[src/rtl/register_file_pkg.sv]
// Shared widths and zero constants for the
// rename-aware architectural register file.
package register_file_pkg;

  localparam int DATA_W   = 32;
  localparam int REG_W    = 5;
  localparam int ROB_ID_W = 5;

  typedef logic [DATA_W-1:0]   DATA_TYPE;
  typedef logic [REG_W-1:0]    REG_POS_TYPE;
  typedef logic [ROB_ID_W-1:0] ROB_ID_TYPE;

  localparam DATA_TYPE    ZERO_WORD = '0;
  localparam ROB_ID_TYPE  ZERO_ROB  = '0;
  localparam REG_POS_TYPE ZERO_REG  = '0;

endpackage

[src/rtl/register_file_rf_read_port.sv]
// One combinational read with commit bypass
// and x0 masking.
module rf_read_port
  import register_file_pkg::*;
(
  input  REG_POS_TYPE rs_i,
  input  ROB_ID_TYPE  tag_i,
  input  DATA_TYPE    val_i,
  input  logic        commit_i,
  input  REG_POS_TYPE rd_rob_i,
  input  ROB_ID_TYPE  q_rob_i,
  input  DATA_TYPE    v_rob_i,
  output ROB_ID_TYPE  q_o,
  output DATA_TYPE    v_o
);

  logic is_x0;
  logic bypass;

  assign is_x0  = (rs_i == ZERO_REG);
  assign bypass = commit_i
                & (rd_rob_i == rs_i)
                & (tag_i == q_rob_i);

  always_comb begin
    q_o = tag_i;
    v_o = val_i;
    unique case (1'b1)
      is_x0: begin
        q_o = ZERO_ROB;
        v_o = ZERO_WORD;
      end
      bypass: begin
        q_o = ZERO_ROB;
        v_o = v_rob_i;
      end
      default: ;
    endcase
  end

endmodule

[src/rtl/register_file.sv]
// Architectural values plus pending ROB tags;
// rename, commit and misbranch flush.
module register_file
  import register_file_pkg::*;
#(
  parameter int REG_NUM      = 32,
  parameter int ROB_ID_WIDTH = 5
) (
  input  logic                    clk,
  input  logic                    rst_n,
  input  logic                    rdy,
  input  logic [4:0]              rs1_from_dispatcher,
  input  logic [4:0]              rs2_from_dispatcher,
  output logic [ROB_ID_WIDTH-1:0] Q1_to_dispatcher,
  output logic [ROB_ID_WIDTH-1:0] Q2_to_dispatcher,
  output logic [31:0]             V1_to_dispatcher,
  output logic [31:0]             V2_to_dispatcher,
  input  logic                    rename_signal_from_dispatcher,
  input  logic [4:0]              rd_from_dispatcher,
  input  logic [ROB_ID_WIDTH-1:0] rob_id_from_dispatcher,
  input  logic                    commit_flag_from_rob,
  input  logic [4:0]              rd_from_rob,
  input  logic [ROB_ID_WIDTH-1:0] Q_from_rob,
  input  logic [31:0]             V_from_rob,
  input  logic                    misbranch_flag_from_rob
);

  DATA_TYPE   val_q [REG_NUM];
  DATA_TYPE   val_d [REG_NUM];
  ROB_ID_TYPE tag_q [REG_NUM];
  ROB_ID_TYPE tag_d [REG_NUM];

  REG_POS_TYPE rs1, rs2, rd_dsp, rd_rob;
  ROB_ID_TYPE  q_rob, rob_id, q1, q2;
  DATA_TYPE    v_rob, v1, v2;
  logic        commit_en, rename_en;

  assign rs1    = rs1_from_dispatcher;
  assign rs2    = rs2_from_dispatcher;
  assign rd_dsp = rd_from_dispatcher;
  assign rd_rob = rd_from_rob;
  assign q_rob  = Q_from_rob;
  assign rob_id = rob_id_from_dispatcher;
  assign v_rob  = V_from_rob;

  // Bypass only when the commit will actually land this edge
  assign commit_en = commit_flag_from_rob & rdy & rst_n
                   & (rd_rob != ZERO_REG);
  assign rename_en = rename_signal_from_dispatcher
                   & (rd_dsp != ZERO_REG);

  always_comb begin
    val_d = val_q;
    tag_d = tag_q;
    if (commit_en) begin
      val_d[rd_rob] = v_rob;
      if (tag_q[rd_rob] == q_rob)
        tag_d[rd_rob] = ZERO_ROB;
    end
    if (rename_en)
      tag_d[rd_dsp] = rob_id;
    if (misbranch_flag_from_rob) begin
      for (int i = 0; i < REG_NUM; i++)
        tag_d[i] = ZERO_ROB;
    end
  end

  always_ff @(posedge clk or negedge rst_n) begin
    if (!rst_n) begin
      for (int i = 0; i < REG_NUM; i++) begin
        val_q[i] <= ZERO_WORD;
        tag_q[i] <= ZERO_ROB;
      end
    end else if (rdy) begin
      val_q <= val_d;
      tag_q <= tag_d;
    end
  end

  rf_read_port u_rd1 (
    .rs_i     (rs1),
    .tag_i    (tag_q[rs1]),
    .val_i    (val_q[rs1]),
    .commit_i (commit_en),
    .rd_rob_i (rd_rob),
    .q_rob_i  (q_rob),
    .v_rob_i  (v_rob),
    .q_o      (q1),
    .v_o      (v1)
  );

  rf_read_port u_rd2 (
    .rs_i     (rs2),
    .tag_i    (tag_q[rs2]),
    .val_i    (val_q[rs2]),
    .commit_i (commit_en),
    .rd_rob_i (rd_rob),
    .q_rob_i  (q_rob),
    .v_rob_i  (v_rob),
    .q_o      (q2),
    .v_o      (v2)
  );

  assign Q1_to_dispatcher = q1;
  assign Q2_to_dispatcher = q2;
  assign V1_to_dispatcher = v1;
  assign V2_to_dispatcher = v2;

endmodule

[config.mk]
export PLATFORM = sky130hd
export DESIGN_NAME = register_file
export DESIGN_NICKNAME = d
export VERILOG_FILES = /design/src/rtl/register_file_pkg.sv /design/src/rtl/register_file_rf_read_port.sv /design/src/rtl/register_file.sv
export SDC_FILE = /design/constraint.sdc
export NUM_CORES = 2
export LEC_CHECK = 0
export ABC_AREA = 0
export CORE_MARGIN = 3
export CORE_UTILIZATION = 45
export CTS_BUF_LIST = sky130_fd_sc_hd__clkbuf_2
export DETAILED_ROUTE_END_ITERATION = 8
export SYNTH_ARGS = -nofsm -noshare
export SYNTH_HDL_FRONTEND = slang
export SYNTH_SLANG_ARGS = --single-unit
[constraint.sdc]
create_clock -name clk -period 9.46 [get_ports clk]
set_input_delay 1.892 -clock clk [delete_from_list [all_inputs] [get_ports clk]]
set_output_delay 1.892 -clock clk [all_outputs]
set_load 0.005 [all_outputs]
==> flow_summary.ini <==
[routing]
vias_per_cell = 6.62
routed_wl_um = 219000
vias = 45600
first_pass_iters = 5
drt_iter0_drc = 4651
wl_per_cell_um = 31.7
ant_nets = 0
route.detailed.drc = 0

[grt]
overflow = 0
busiest_layer = met2
gr-usage-met1 = 0.401
antenna_found_initial = 7
grt_first_pass_wirelength_um = 321000
grt_max_degree = 166
grt_pass1_vias = 46100
grtUsageMet2 = 0.438
grtUsageMet3 = 0.0632
grt_usage = 0.286

[critical_path]
start_kind = input port
path_max_fanout = 70
required_ns = 7.57
worst_r2r_startpoint = tag_q[117]$_DFFE_PN0P_
cp_top_family = buffers and inverters
cp_slowest_cell = buf_4
critPathMaxStageDelay_ns = 0.79
path_class = input port to primary output
end_kind = primary output
path_cells = buf_8 -> buf_4 -> mux2i_1 -> nand3b_1 -> o2111a_1 -> nor4_1 -> xnor2_1 -> nor4b_4 -> buf_12 -> nand2_1 -> o21ai_0 -> clkdlybuf4s50_1
critical_path_buf_inv_count = 4
crit_path_start = rs1_from_dispatcher[1]
arrival_ns = 6.33

[sta]
fin_hold_ws_ns = 0.399
tns_ns = 0
slew_headroom = 0.136
fmax_ghz = 0.122
maxSlewViolCount = 0
fin_crit_sh = 0.869
rsz0062_at_grt = false
hold_viol_final = 0
setup_viol = 0
period_needed_ns = 8.22
skew_ns = 0.146
worstMarginPinSlew_ns = 1.29

[power_and_ir_drop]
p_per_area_nw_per_um2 = 158
p_sw_frac = 0.310
p_int_mw = 7.96
peakVddDrop_mv = 0.0850
p_sw_mw = 3.57
power_frac_comb = 0.176
power_frac_seq = 0.513
p_clk_frac = 0.311
p_leak_nw = 32.3
power_mw = 11.5

[placement]
dp_hpwl_um = 119000
io_buffers = 141
gp_congestion = 0.893

[hold_path]
hold_class = flop to flop
min_from = val_q[1021]$_DFFE_PN0P_

[clock_network]
cts_htree_levels = 5
postCtsSetupBuffers = 0
cts_tree = built
clockBufferDepth = 4
clk_root_buffer_cell = clkbuf_2
holdBufCountCts = 1
insertion_delay_ns = 1.69
cts_resized = 0
numCtsBuffers = 335
cts.clk_slew.worst_paths_ns = 0.08
cts.sinks = 1184

[yosys]
ys_ff_latch = 1184
synth_compound_area_frac = 0.0328
synth_mux_area_frac = 0.440
synth_edf_count = 0
yosysSeqAreaShare = 0.441
synth_adder_area_share = 0
synthArstFlopShare = 1.00
yosys.area_share.simple = 0.0521
synth_top_family_by_area = multiplexers
ys.flop_type = dfrtp_1
synth.distinct_cells = 55
synth_area_um2 = 67100
syn-num-nets = 4733
avgSynthCellArea_um2 = 14.4
synthXorXnorAreaFrac = 0.00287
synthesis.instances = 4665
ys_warn_count = 0

[final_layout]
area_growth_pct = 8.41
fin_nets = 4815
drive_above_1_share = 0.496

[die]
chipWidth_um = 392
core_area_um2 = 148000
pin_count = 142
rows = 141
die_y_um = 392
initial_core_util = 0.454
die_area_um2 = 154000

[flow_run]
cap_viol_max_count = 0

[outcome]
outcome = completed
-- power by group through the flow --
| stage | logic (mW) | clock network (mW) | registers [mW] |
|---|---|---|---|
| 6_report | 2.03 | 3.58 | 5.91 |
| 5_1_grt | 2.17 | 3.97 | 5.97 |
| 4_1_cts | 2.04 | 3.70 | 5.89 |
| 3_5_place_dp | 2.03 | 0 | 5.99 |
| 3_3_place_gp | 2.01 | 0 | 5.97 |
| 2_1_floorplan | 1.41 | 0 | 5.83 |
-- stage by stage --
step / utilization / cell area [um2] / setup slack, ns / instances
3_5_place_dp: 0.473 / 70100 / 1.28 / 6339
3_3_place_gp: 0.473 / 70100 / 1.20 / 6339
5_1_grt: 0.492 / 72800 / 0.934 / 6889
4_1_cts: 0.492 / 72800 / 1.25 / 6882
6_report: 0.492 / 72800 / 1.24 / 6889
2_1_floorplan: - / 67100 / 2.96 / 4665
-- metal layers --
layer,part of all wire,vias to the layer above
met3,0.085,515
li1,-,18300
met4,0.038,2
met2,0.46,2230
met5,0.000059,-
met1,0.42,24500
-- placed cells by master, fill, tap and decap left out, types with 8 or more instances in the layout --
cell type        Yosys  final
a21oi_1            159    159
nor2b_1             20     20
nor4b_2             10      8
clkbuf_2             1    474
nand3_1             19     15
nor4_1              35     28
mux4_2             739    739
dfrtp_1           1184   1184
mux2_2            1063   1063
nand2_1            143    119
nand3b_1           155    155
nand2_4              0     18
clkinv_1             1     62
xor2_1               8      8
nand2b_1            15     15
mux2i_1             87     87
nor2_1             216    213
clkdlybuf4s50_1      0    125
buf_12               0     12
nand4_1              8      8
buf_4                5     92
xnor2_1             14     13
o21ai_0            192    192
a22oi_1             21     21
nor3_1              16     16
-- Yosys cell counts, drive strengths merged (3+ instances only) --
cell type  count  share of area
nand2b        15         0.0014
nor4b         11         0.0024
nor4          36         0.0036
a21oi        160          0.012
nand3         19         0.0014
nor2b         20         0.0019
dfrtp       1184           0.44
xnor2         14         0.0018
o211ai         3        0.00034
nand3b       155          0.017
inv            7        0.00039
mux2        1065           0.18
nand4          8        0.00075
and2           7        0.00065
a22oi         21         0.0023
buf          194          0.014
nor2         216          0.012
clkbuf       302          0.017
a211oi         5        0.00056
o2bb2ai        6        0.00078
mux2i         87          0.013
xor2           8         0.0010
o21ai        194          0.014
mux4         739           0.25
nand2        143         0.0080
nor3          16         0.0012
and3           3        0.00028
nor3b          3        0.00034
and3b          4        0.00052
-- kinds of logic (layout without fill, tap and decap cells) --
family          count (synthesis)  count (layout)
compound gates                405             405
xor+xnor                       22              22
buf+inv                       504             791
flops                        1184            1184
mux                          1891            1891
other cells                     0               7
simple gates                  659             659
-- state kept, by name, summed over array words and instances, names as in the netlist --
name   count
tag_q    160
val_q   1024
-- final cells by class --
cell class                 count  area (um2)
antenna                        7        17.5
clock buffer                 474        2370
clock inverter                68         309
fill                       13000       75200
inverter                       8        37.5
multi-input combinational   2977       35700
sequential                  1184       29600
tap                         1930        2410
timing repair buffer         241        2310
-- final timing paths --
kind	end	slack [ns]	cells past startpoint
setup / recovery	V1_to_dispatcher[3]	1.24	12
hold / removal	val_q[1021]$_DFFE_PN0P_	0.40	0
setup reg to reg	tag_q[92]$_DFFE_PN0P_	5.20	8
hold reg to reg	val_q[1021]$_DFFE_PN0P_	0.40	0
max in group asynchronous	val_q[165]$_DFFE_PN0P_	5.28	5
min in group asynchronous	tag_q[101]$_DFFE_PN0P_	0.76	2
Note: power is estimated with default switching activity, not from simulation.
